[src/rtl/mano_io_interface.sv]
// rtl/mano_io_interface.sv - Mano basic computer character I/O front end; optional input FIFO under IO_IN_FIFO_EN
module mano_io_interface #(
    parameter int FIFO_AW = 2
) (
    input  logic       CLK,
    input  logic       RST_N,
    input  logic [7:0] IN_DATA,
    input  logic       IN_VALID,
    output logic       IN_READY,
    output logic [7:0] OUT_DATA,
    output logic       OUT_VALID,
    input  logic       OUT_READY,
    input  logic [7:0] AC_LO,
    input  logic       INP,
    input  logic       OUT,
    input  logic       SKI,
    input  logic       SKO,
    input  logic       ION,
    input  logic       IOF,
    input  logic       R_SET_EN,
    input  logic       R_CLR,
    output logic [7:0] INPR,
    output logic       FGI,
    output logic       FGO,
    output logic       IEN,
    output logic       R,
    output logic       SKIP,
    output logic       ERR
);

    logic [7:0] inpr_q, inpr_d;
    logic       fgi_q, fgi_d;
    logic [7:0] outr_q, outr_d;
    logic       out_valid_q, out_valid_d;
    logic       ien_q, ien_d;
    logic       r_q, r_d;
    logic       err_q, err_d;
    logic       in_accept;
    logic       fgo;

    // FGO is defined as "OUTR free", so it is simply the inverse of the pending flag
    assign fgo = ~out_valid_q;

`ifdef IO_IN_FIFO_EN
    localparam int CNT_W = FIFO_AW + 1;
    localparam int DEPTH = 1 << FIFO_AW;

    logic [7:0]         fifo_mem_q [DEPTH];
    logic [FIFO_AW-1:0] wr_ptr_q, wr_ptr_d;
    logic [FIFO_AW-1:0] rd_ptr_q, rd_ptr_d;
    logic [CNT_W-1:0]   count_q, count_d;
    logic               fifo_pop;

    assign IN_READY = (count_q != {1'b1, {FIFO_AW{1'b0}}});
    // INPR refills only once the CPU has consumed the previous byte
    assign fifo_pop = ~fgi_q & (count_q != '0);

    // FIFO pointer and occupancy bookkeeping
    always_comb begin
        wr_ptr_d = wr_ptr_q;
        rd_ptr_d = rd_ptr_q;
        count_d  = count_q;
        if (in_accept) begin
            wr_ptr_d = wr_ptr_q + FIFO_AW'(1);
        end
        if (fifo_pop) begin
            rd_ptr_d = rd_ptr_q + FIFO_AW'(1);
        end
        case ({in_accept, fifo_pop})
            2'b10:   count_d = count_q + CNT_W'(1);
            2'b01:   count_d = count_q - CNT_W'(1);
            default: count_d = count_q;
        endcase
    end

    // FIFO pointer registers
    always_ff @(posedge CLK or negedge RST_N) begin
        if (!RST_N) begin
            wr_ptr_q <= '0;
            rd_ptr_q <= '0;
            count_q  <= '0;
        end else begin
            wr_ptr_q <= wr_ptr_d;
            rd_ptr_q <= rd_ptr_d;
            count_q  <= count_d;
        end
    end

    // FIFO storage; contents are meaningless while count is zero, so no reset
    always_ff @(posedge CLK) begin
        if (in_accept) begin
            fifo_mem_q[wr_ptr_q] <= IN_DATA;
        end
    end
`else
    logic [31:0] unused_fifo_aw;

    assign unused_fifo_aw = FIFO_AW;
    assign IN_READY       = ~fgi_q;
`endif

    assign in_accept = IN_VALID & IN_READY;

    // Input register and FGI: load on arrival, release on INP
    always_comb begin
        inpr_d = inpr_q;
        fgi_d  = fgi_q;
`ifdef IO_IN_FIFO_EN
        if (fifo_pop) begin
            inpr_d = fifo_mem_q[rd_ptr_q];
            fgi_d  = 1'b1;
        end else if (INP & fgi_q) begin
            fgi_d = 1'b0;
        end
`else
        if (in_accept) begin
            inpr_d = IN_DATA;
            fgi_d  = 1'b1;
        end else if (INP & fgi_q) begin
            fgi_d = 1'b0;
        end
`endif
    end

    // Output register: OUT loads only when OUTR is free; delivery frees it
    always_comb begin
        outr_d      = outr_q;
        out_valid_d = out_valid_q;
        if (OUT & fgo) begin
            outr_d      = AC_LO;
            out_valid_d = 1'b1;
        end
        if (out_valid_q & OUT_READY) begin
            out_valid_d = 1'b0;
        end
    end

    // Interrupt enable, request flip-flop and sticky protocol error
    always_comb begin
        ien_d = ien_q;
        if (ION) begin
            ien_d = 1'b1;
        end
        if (IOF | R_CLR) begin
            ien_d = 1'b0;
        end
        r_d = r_q;
        if (R_CLR) begin
            r_d = 1'b0;
        end else if (R_SET_EN & ien_q & (fgi_q | fgo)) begin
            r_d = 1'b1;
        end
        err_d = err_q | (INP & ~fgi_q) | (OUT & ~fgo);
    end

    // Architectural state registers
    always_ff @(posedge CLK or negedge RST_N) begin
        if (!RST_N) begin
            inpr_q      <= 8'h00;
            fgi_q       <= 1'b0;
            outr_q      <= 8'h00;
            out_valid_q <= 1'b0;
            ien_q       <= 1'b0;
            r_q         <= 1'b0;
            err_q       <= 1'b0;
        end else begin
            inpr_q      <= inpr_d;
            fgi_q       <= fgi_d;
            outr_q      <= outr_d;
            out_valid_q <= out_valid_d;
            ien_q       <= ien_d;
            r_q         <= r_d;
            err_q       <= err_d;
        end
    end

    assign INPR      = inpr_q;
    assign FGI       = fgi_q;
    assign OUT_DATA  = outr_q;
    assign OUT_VALID = out_valid_q;
    assign FGO       = fgo;
    assign IEN       = ien_q;
    assign R         = r_q;
    assign ERR       = err_q;
    assign SKIP      = (SKI & fgi_q) | (SKO & fgo);

endmodule
[config.mk]
export PLATFORM = sky130hd
export DESIGN_NAME = mano_io_interface
export DESIGN_NICKNAME = d
export VERILOG_FILES = /design/src/rtl/mano_io_interface.sv
export SDC_FILE = /design/constraint.sdc
export NUM_CORES = 1
export LEC_CHECK = 0
export ABC_CLOCK_PERIOD_IN_PS = 1700
export CAP_MARGIN = 0
export CORE_ASPECT_RATIO = 0.75
export CORE_MARGIN = 2
export CORE_UTILIZATION = 36
export DETAILED_ROUTE_END_ITERATION = 8
export PLACE_DENSITY = 0.76
export SYNTH_ARGS = -nofsm -noshare
export SYNTH_HDL_FRONTEND = slang
export SYNTH_SLANG_ARGS = --single-unit
[constraint.sdc]
create_clock -name CLK -period 1.7 [get_ports CLK]
set_clock_uncertainty 0.2 [all_clocks]
set_input_delay 0.255 -clock CLK [delete_from_list [all_inputs] [get_ports CLK]]
set_output_delay 0.255 -clock CLK [all_outputs]
set_load 0.02 [all_outputs]
==> results of run 1 <==
==> repair_timing <==
| item | CTS | global route |
|---|---|---|
| resized for setup | 26 | 5 |
| gates cloned | 0 | 0 |
| setup endpoints to repair | 24 | 3 |
==> state kept, by name, summed over array words and instances, names as in the netlist <==
signal,flops
R,1
OUT_VALID,1
ERR,1
FGI,1
INPR,8
OUT_DATA,8
IEN,1
==> cell usage in the layout (no fill, tap or decap) <==
cell type | Yosys | layout
a21oi_1 | 1 | 1
a221o_2 | 1 | 1
a22o_1 | 1 | 1
buf_12 | 0 | 1
buf_2 | 0 | 1
buf_4 | 0 | 5
clkbuf_2 | 0 | 2
clkbuf_4 | 0 | 3
clkdlybuf4s50_1 | 0 | 27
clkinv_2 | 0 | 1
dfrtp_1 | 21 | 21
dlygate4sd2_1 | 0 | 21
inv_1 | 3 | 3
mux2_4 | 16 | 16
nor2_1 | 1 | 1
nor2b_1 | 1 | 1
nor2b_2 | 1 | 1
nor3_1 | 1 | 1
o211ai_1 | 1 | 1
o21bai_1 | 2 | 2
==> power by group through the flow <==
stage               sequential [W]  combinational (W)  clock [W]
detailed placement        0.000658           0.000653          0
global route              0.000663           0.000602   0.000270
global placement          0.000660           0.000644          0
floorplan                 0.000776           0.000197          0
CTS                       0.000652           0.000578   0.000246
finish                    0.000649           0.000566   0.000235
==> logic make-up after synthesis <==
kind of cell	count (synthesis)	synth area share, %
buffers and inverters	5	3.879
AND/OR/NAND/NOR	4	2.730
multiplexers	16	27.59
AO/OA/AOI/OAI	6	5.459
flip-flops	21	60.34
==> final cells by class <==
class,count,share of cell area (%)
Clock inverter,1,0.3463
Sequential cell,21,36.36
Multi-Input combinational cell,26,21.56
Tap cell,34,2.944
Inverter,3,0.7792
Timing Repair Buffer,57,36.45
Clock buffer,3,1.558
==> critical path: cells and delay by family (launching register included) <==
| kind | cells | cell delay, ns |
|---|---|---|
| DFF | 1 | 0.40 |
| buffers and inverters | 2 | 0.47 |
==> through the flow <==
step | hold WS, ns | total power (W)
after floorplan | -0.2406 | 0.0009737
after global placement | 0.2698 | 0.001303
after detailed placement | 0.2814 | 0.001311
after CTS | 0.07943 | 0.001476
after global routing | 0.09326 | 0.001534
final | 0.08172 | 0.001450
==> layer usage <==
layer | share of wire [%] | routed length, µm | vias to the layer above | global-route usage [%]
li1 | - | - | 301 | -
met1 | 39 | 785 | 298 | 18.61
met2 | 52 | 1033 | 28 | 27.31
met3 | 6.8 | 135 | 4 | 6.461
met4 | 2.1 | 42 | 0 | 5.652
met5 | 0 | 0 | - | 0
==> how the worst max path moves through the flow <==
stage                                     start         to  cells after the start
after global placement                      SKI       SKIP                      3
after floorplan           OUT_VALID$_DFFE_PN0P_       SKIP                      2
after detailed placement                    SKI       SKIP                      3
after CTS                       FGI$_DFFE_PN0P_       SKIP                      2
final                     OUT_VALID$_DFFE_PN0P_  OUT_VALID                      2
after global routing      OUT_VALID$_DFFE_PN0P_  OUT_VALID                      2
==> results by group, run 1 <==
Run status
  • Status: complete, no violations

Logic synthesis
  • Cell count after synthesis: 52
  • Synth top area cells: dfrtp_1 60%, mux2_4 28%, buf_6 2.6%
  • Count leader, synth: dfrtp_1
  • Cell area after synthesis: 870.8 µm²
  • Distinct cells, synth: 13
  • Synthesized flop and latch total: 21
  • Warnings, synthesis: 0
  • Sequential share of the synthesized area: 60.34%
  • Post-synth top flop: dfrtp_1
  • Syn Area/Cell: 16.75 µm²
  • Post-synth EDFFs: 0
  • Synth top area share: 60.34%
  • Commonest cells post-synth: 21 x dfrtp_1, 16 x mux2_4, 3 x inv_1, 2 x buf_6, 2 x o21bai_1
  • Dominant cell type by area after synthesis: dfrtp_1
  • FFs w/ async S/R, synth: 100.0%
  • Mapped Nets: 80

Cells and area
  • Filler instances: 203
  • Reg area: 525.5 µm²
  • Layout cells sized above 1: 27.93%
  • Fin cells: 145
  • Post-route cell area: 0.001445 mm²
  • Util after Layout: 63.11%
  • Area of the multi-input gates: 311.5 µm²
  • Layout area overhead: 65.95%
  • Ant diodes: 0
  • Fin nets: 140

Die
  • Initial Util: 38.03%
  • Std cell rows: 15
  • Die Area: 0.002833 mm²
  • Die height: 46.60 µm
  • I/O pin total: 52
  • Core footprint: 0.002290 mm²
  • Die W: 60.79 µm

Clock network
  • Clock transition at the registers of the reported paths: 0.12 ns
  • Clk_lat worst skew: 0.30 ns
  • Clock sinks: 21
  • H-tree depth: 1
  • Post-CTS setup buffer count: 0
  • Root Buffer: clkbuf_4
  • CTS Buf Count: 3
  • CTS Buffer Depth: 2
  • CTS Hold Bufs: 0
  • TritonCTS clock tree: yes

Critical path
  • Max stage delay on crit path: 0.40 ns
  • Slowest stage cell, crit path: dfrtp_1
  • Crit. End Element: primary output
  • CP Data Required Time: 1.24 ns
  • CP Class: register to primary output
  • CP startpoint kind: register
  • Crit Reg-Reg Startpoint: FGI$_DFFE_PN0P_
  • CP arrival: 1.17 ns
  • Worst R2R Path Depth: 3
  • R2R Path End: INPR[0]$_DFFE_PN0P_
  • CP Cell Sequence: buf_4, dlygate4sd2_1
  • R2r setup slk: 0.24 ns
  • Critical path peak fanout: 3

Global route
  • Antenna violations before repair: 0
  • First-pass GRT wire length: 3.208 mm
  • Grt total ovfl: 0
  • Largest net degree at the start of global routing: 22
  • Gr usage total: 16.12%
  • Vias in the first global route: 713

Hold path
  • Hold WC Path Type: input port to async pin

Placement
  • Post-DP HPWL: 1.584 mm
  • Dpl cell area: 0.001459 mm²
  • Placed cells: 141
  • Pre-CTS WS: -0.2090 ns
  • Routability congestion estimate from global placement: 0.7390
  • Number of port buffers: 51

Route
  • Vias per cell: 4.352
  • Average wire per standard cell: 13.77 µm
  • Vias post-DR: 631
  • DR iter-0 viols: 0
  • DRT Pass-1 Iters: 1
  • WL final: 1.996 mm
  • Remaining antenna violation count after routing: 0
  • DRC errors left: 0

Timing
  • Slew margin rel.: 82.51%
  • Max Slew Vio Count: 0
  • Worst-Margin Slew: 0.2624 ns
  • PnR worst setup slack: 0.07880 ns
  • Crit share post-route: 95.36%
  • Setup TNS: 0 ns
  • Tmin final: 1.621 ns
  • Setup-failing EPs final: 0
  • Unrepaired setup endpoints after global routing: no
  • FMAX: 0.6168 GHz
  • Fin. Hold Viols: 0

Job
  • Max Cap Violations: 0

Power and ir drop
  • Sequential Power Share: 44.8%
  • Internal: 0.0009899 W
  • Sw Pwr: 0.0004605 W
  • Clock group share of total power: 16.2%
  • Leakage: 0.6824 nW
  • Switching Fraction: 31.75%
  • Peak supply drop: 547.0 µV
  • Combinational share of power: 39.0%
  • Pwr dens: 1004 mW/mm²
Note: power is estimated with default switching activity, not from simulation.
==> inputs of run 2 (changes only) <==
Settings changed: ABC_AREA set to 1.
==> run 2 against run 1 <==
  * Sequential share of layout area up 0.74 points
  * Hold slack worse by 0.013 ns
  * Largest cell class is now flip-flops and latches
  * Fmax up 0.18%
  * Via count up 26%
  * Total power down 6.1%
  * Utilization down 1.3 points
  * Sequential cell count unchanged
  * Final cell count up 26%
  * Highest routed layer is now met3
==> results by group, run 2 <==
Run status
  • Status: complete, no violations

Cells and area
  • Fin nets: 177 (+26%)
  • Area of the multi-input gates: 284.0 µm² (-8.8%)
  • Most frequent cells in the layout: 37 x nand2_1, 27 x clkdlybuf4s50_1, 23 x dlygate4sd2_1, 21 x dfrtp_1, 15 x nand3_1
  • Ant diodes: 0 (unchanged)
  • Layout cells sized above 1: 12.16% (-16 points)
  • Filler instances: 226 (+11%)
  • Fin cells: 182 (+26%)
  • Layout area overhead: 62.88%
  • Leading cell type in the layout, fill and taps excluded: nand2_1
  • Reg area: 525.5 µm² (unchanged)
  • Util after Layout: 61.86% (-1.3 points)

Clock network
  • Root Buffer: clkbuf_4
  • TritonCTS clock tree: yes
  • CTS Buf Count: 3 (unchanged)
  • Post-CTS setup buffer count: 0 (unchanged)
  • Clock transition at the registers of the reported paths: 0.12 ns (about the same)
  • H-tree depth: 1 (unchanged)
  • CTS Hold Bufs: 0 (unchanged)
  • Clock sinks: 21 (unchanged)
  • CTS Buffer Depth: 2 (unchanged)
  • Clk_lat worst skew: 0.30 ns (about the same)

Logic synthesis
  • Synthesized flop and latch total: 21 (unchanged)
  • Warnings, synthesis: 0 (unchanged)
  • Distinct cells, synth: 15 (+2)
  • Sequential share of the synthesized area: 60.43% (+0.087 points)
  • Dominant cell type by area after synthesis: dfrtp_1
  • Post-synthesis mux area share: 0% (-28 points)
  • Post-synth EDFFs: 0 (unchanged)
  • Synth top area cells: dfrtp_1 60%, nand2_1 16%, nand3_1 8.6%
  • Synth top area share: 60.43% (+0.087 points)
  • Synthesized-area fraction occupied by adder cells: 0% (unchanged)
  • Count leader, synth: nand2_1
  • Cell area after synthesis: 869.6 µm² (-0.14%)
  • FFs w/ async S/R, synth: 100.0% (unchanged)
  • Commonest cells post-synth: 37 x nand2_1, 21 x dfrtp_1, 15 x nand3_1, 4 x buf_6
  • Synth Area in Compound Gates: 3.885% (-1.6 points)
  • Simple-gate share of the synthesized area: 28.78% (+26 points)
  • XOR/XNOR Fraction of Synth Area: 0% (unchanged)
  • Post-synth top flop: dfrtp_1
  • Largest family of logic cells by synthesized area: simple AND/OR/NAND/NOR gates
  • Cell count after synthesis: 91 (+75%)
  • Mapped Nets: 119 (+49%)
  • Syn Area/Cell: 9.556 µm² (-43%)

Critical path
  • CP startpoint kind: register
  • Crit. End Element: primary output
  • Max stage delay on crit path: 0.40 ns (about the same)
  • Slowest stage cell, crit path: dfrtp_1
  • CP Data Required Time: 1.24 ns (about the same)
  • CP arrival: 1.16 ns (about the same)
  • CP Class: register to primary output
  • Critical path peak fanout: 3 (unchanged)
  • CP Cell Sequence: buf_4, dlygate4sd2_1

Timing
  • Fin. Hold Viols: 0 (unchanged)
  • Slew margin rel.: 77.53% (-5.0 points)
  • Worst-Margin Slew: 0.3360 ns (+0.07369 ns)
  • Crit share post-route: 95.19% (-0.17 points)
  • Tmin final: 1.618 ns (-0.002927 ns)
  • FMAX: 0.6179 GHz (+0.18%)
  • Max Slew Vio Count: 0 (unchanged)
  • Setup-failing EPs final: 0 (unchanged)
  • Unrepaired setup endpoints after global routing: no

Power and ir drop
  • Peak supply drop: 657.2 µV (+20%)
  • Sequential Power Share: 46.2% (+1.4 points)
  • Sw Pwr: 0.0004802 W (+4.3%)
  • Combinational share of power: 36.2% (-2.8 points)
  • Pwr dens: 961.9 mW/mm² (-4.2%)
  • Leakage: 0.7348 nW (+7.7%)
  • Switching Fraction: 35.25% (+3.5 points)
  • Clock group share of total power: 17.6% (+1.4 points)
  • Internal: 0.0008821 W (-11%)

Global route
  • Vias in the first global route: 689 (-3.4%)
  • First-pass GRT wire length: 3.312 mm (+3.2%)
  • Antenna violations before repair: 0 (unchanged)
  • Gr usage total: 16.74% (+0.62 points)
  • Largest net degree at the start of global routing: 22 (unchanged)
  • Grt total ovfl: 0 (unchanged)

Placement
  • Routability congestion estimate from global placement: 0.6608 (-11%)
  • Placed cells: 178 (+26%)
  • Post-DP HPWL: 1.818 mm (+15%)
  • Number of port buffers: 51 (unchanged)

Route
  • Vias post-DR: 798 (+26%)
  • WL final: 2.245 mm (+12%)
  • DRT Pass-1 Iters: 4 (+3)
  • Average wire per standard cell: 12.34 µm (-10%)
  • DR iter-0 viols: 13 (+13)
  • DRC errors left: 0 (unchanged)
  • Vias per cell: 4.385 (+0.76%)
  • Remaining antenna violation count after routing: 0 (unchanged)

Die
  • Die Area: 0.002829 mm² (-0.13%)
  • Die height: 46.57 µm (about the same)
  • Initial Util: 37.98% (-0.055 points)
  • Core footprint: 0.002290 mm² (unchanged)
  • I/O pin total: 52 (unchanged)
  • Std cell rows: 15 (unchanged)
  • Die W: 60.75 µm (about the same)

Job
  • Max Cap Violations: 0 (unchanged)

Hold path
  • Hold WC Path Type: input port to async pin
## run 2: changes by cell type after synthesis, sizes merged
cell    previous run  this run
o21bai             2         0
inv                3         4
mux2              16         0
a221o              1         0
buf                2         4
nor2b              2         0
a21oi              1         2
nand2              0        39
o21ai              0         2
nand3              0        16
o211ai             1         0
## run 2: worst max-delay path, delay by kind of cell (launching register included)
family	cells	cell delay (ns)
flops	1	0.40
buf+inv	2	0.46
## run 2: area by class of cell
type,count,share of cell area (%)
Sequential cell,21,37.10
Timing Repair Buffer,57,36.84
Multi-Input combinational cell,62,20.05
Tap cell,34,3.004
Clock buffer,3,1.590
Inverter,4,1.060
Clock inverter,1,0.3534
## run 2: logic make-up (layout without fill, tap and decap cells)
group           Yosys count  count (layout)
simple gates             57              57
compound gates            5               5
buf+inv                   8              65
flops                    21              21
## run 2: final timing paths
| kind | startpoint | to | slack, ns | cells past startpoint |
|---|---|---|---|---|
| worst max-delay path | OUT_VALID$_DFFE_PN0P_ | OUT_VALID | 0.08 | 2 |
| min in group CLK | INPR[5]$_DFFE_PN0P_ | INPR[5]$_DFFE_PN0P_ | 0.28 | 2 |
| worst min-delay path | RST_N | INPR[3]$_DFFE_PN0P_ | 0.07 | 2 |
| worst max register to register | FGI$_DFFE_PN0P_ | INPR[2]$_DFFE_PN0P_ | 0.43 | 5 |
| worst min register to register | INPR[5]$_DFFE_PN0P_ | INPR[5]$_DFFE_PN0P_ | 0.28 | 2 |
| max in group asynchronous | RST_N | INPR[5]$_DFFE_PN0P_ | 1.02 | 2 |
## run 2: repair_timing
item / 4_1_cts / 5_1_grt
setup endpoints to repair: 24 / 1
cloned: 0 / 0
gates resized for setup: 26 / 1
## run 2: stage by stage
stage | instance area [µm²] | hold slack, ns | TNS [ns] | total power (W) | worst slack, ns
final | 1416 | 0.06913 | 0 | 0.001362 | 0.08172
after global routing | 1416 | 0.07180 | 0 | 0.001449 | 0.02363
after CTS | 1423 | 0.07943 | 0 | 0.001383 | 0.01414
after detailed placement | 1423 | 0.2580 | -0.2153 | 0.001214 | -0.2153
after global placement | 1423 | 0.2475 | -0.2088 | 0.001198 | -0.2088
after floorplan | 869.6 | -0.2406 | 0 | 0.0009032 | 0.4139
## run 2: power groups by stage
stage | sequential [W] | combinational [W] | clock, W
3_5_place_dp | 0.000644 | 0.000570 | 0
5_1_grt | 0.000642 | 0.000533 | 0.000274
4_1_cts | 0.000631 | 0.000503 | 0.000250
6_report | 0.000629 | 0.000493 | 0.000240
2_1_floorplan | 0.000751 | 0.000152 | 0
3_3_place_gp | 0.000640 | 0.000558 | 0
## run 2: per-layer routing
metal	track usage [%]	wire length (µm)	vias up
met1	20.77	938	366
met3	5.899	129	0
met4	2.609	0	0
met2	28.82	1177	26
met5	0	0	-
li1	-	-	406
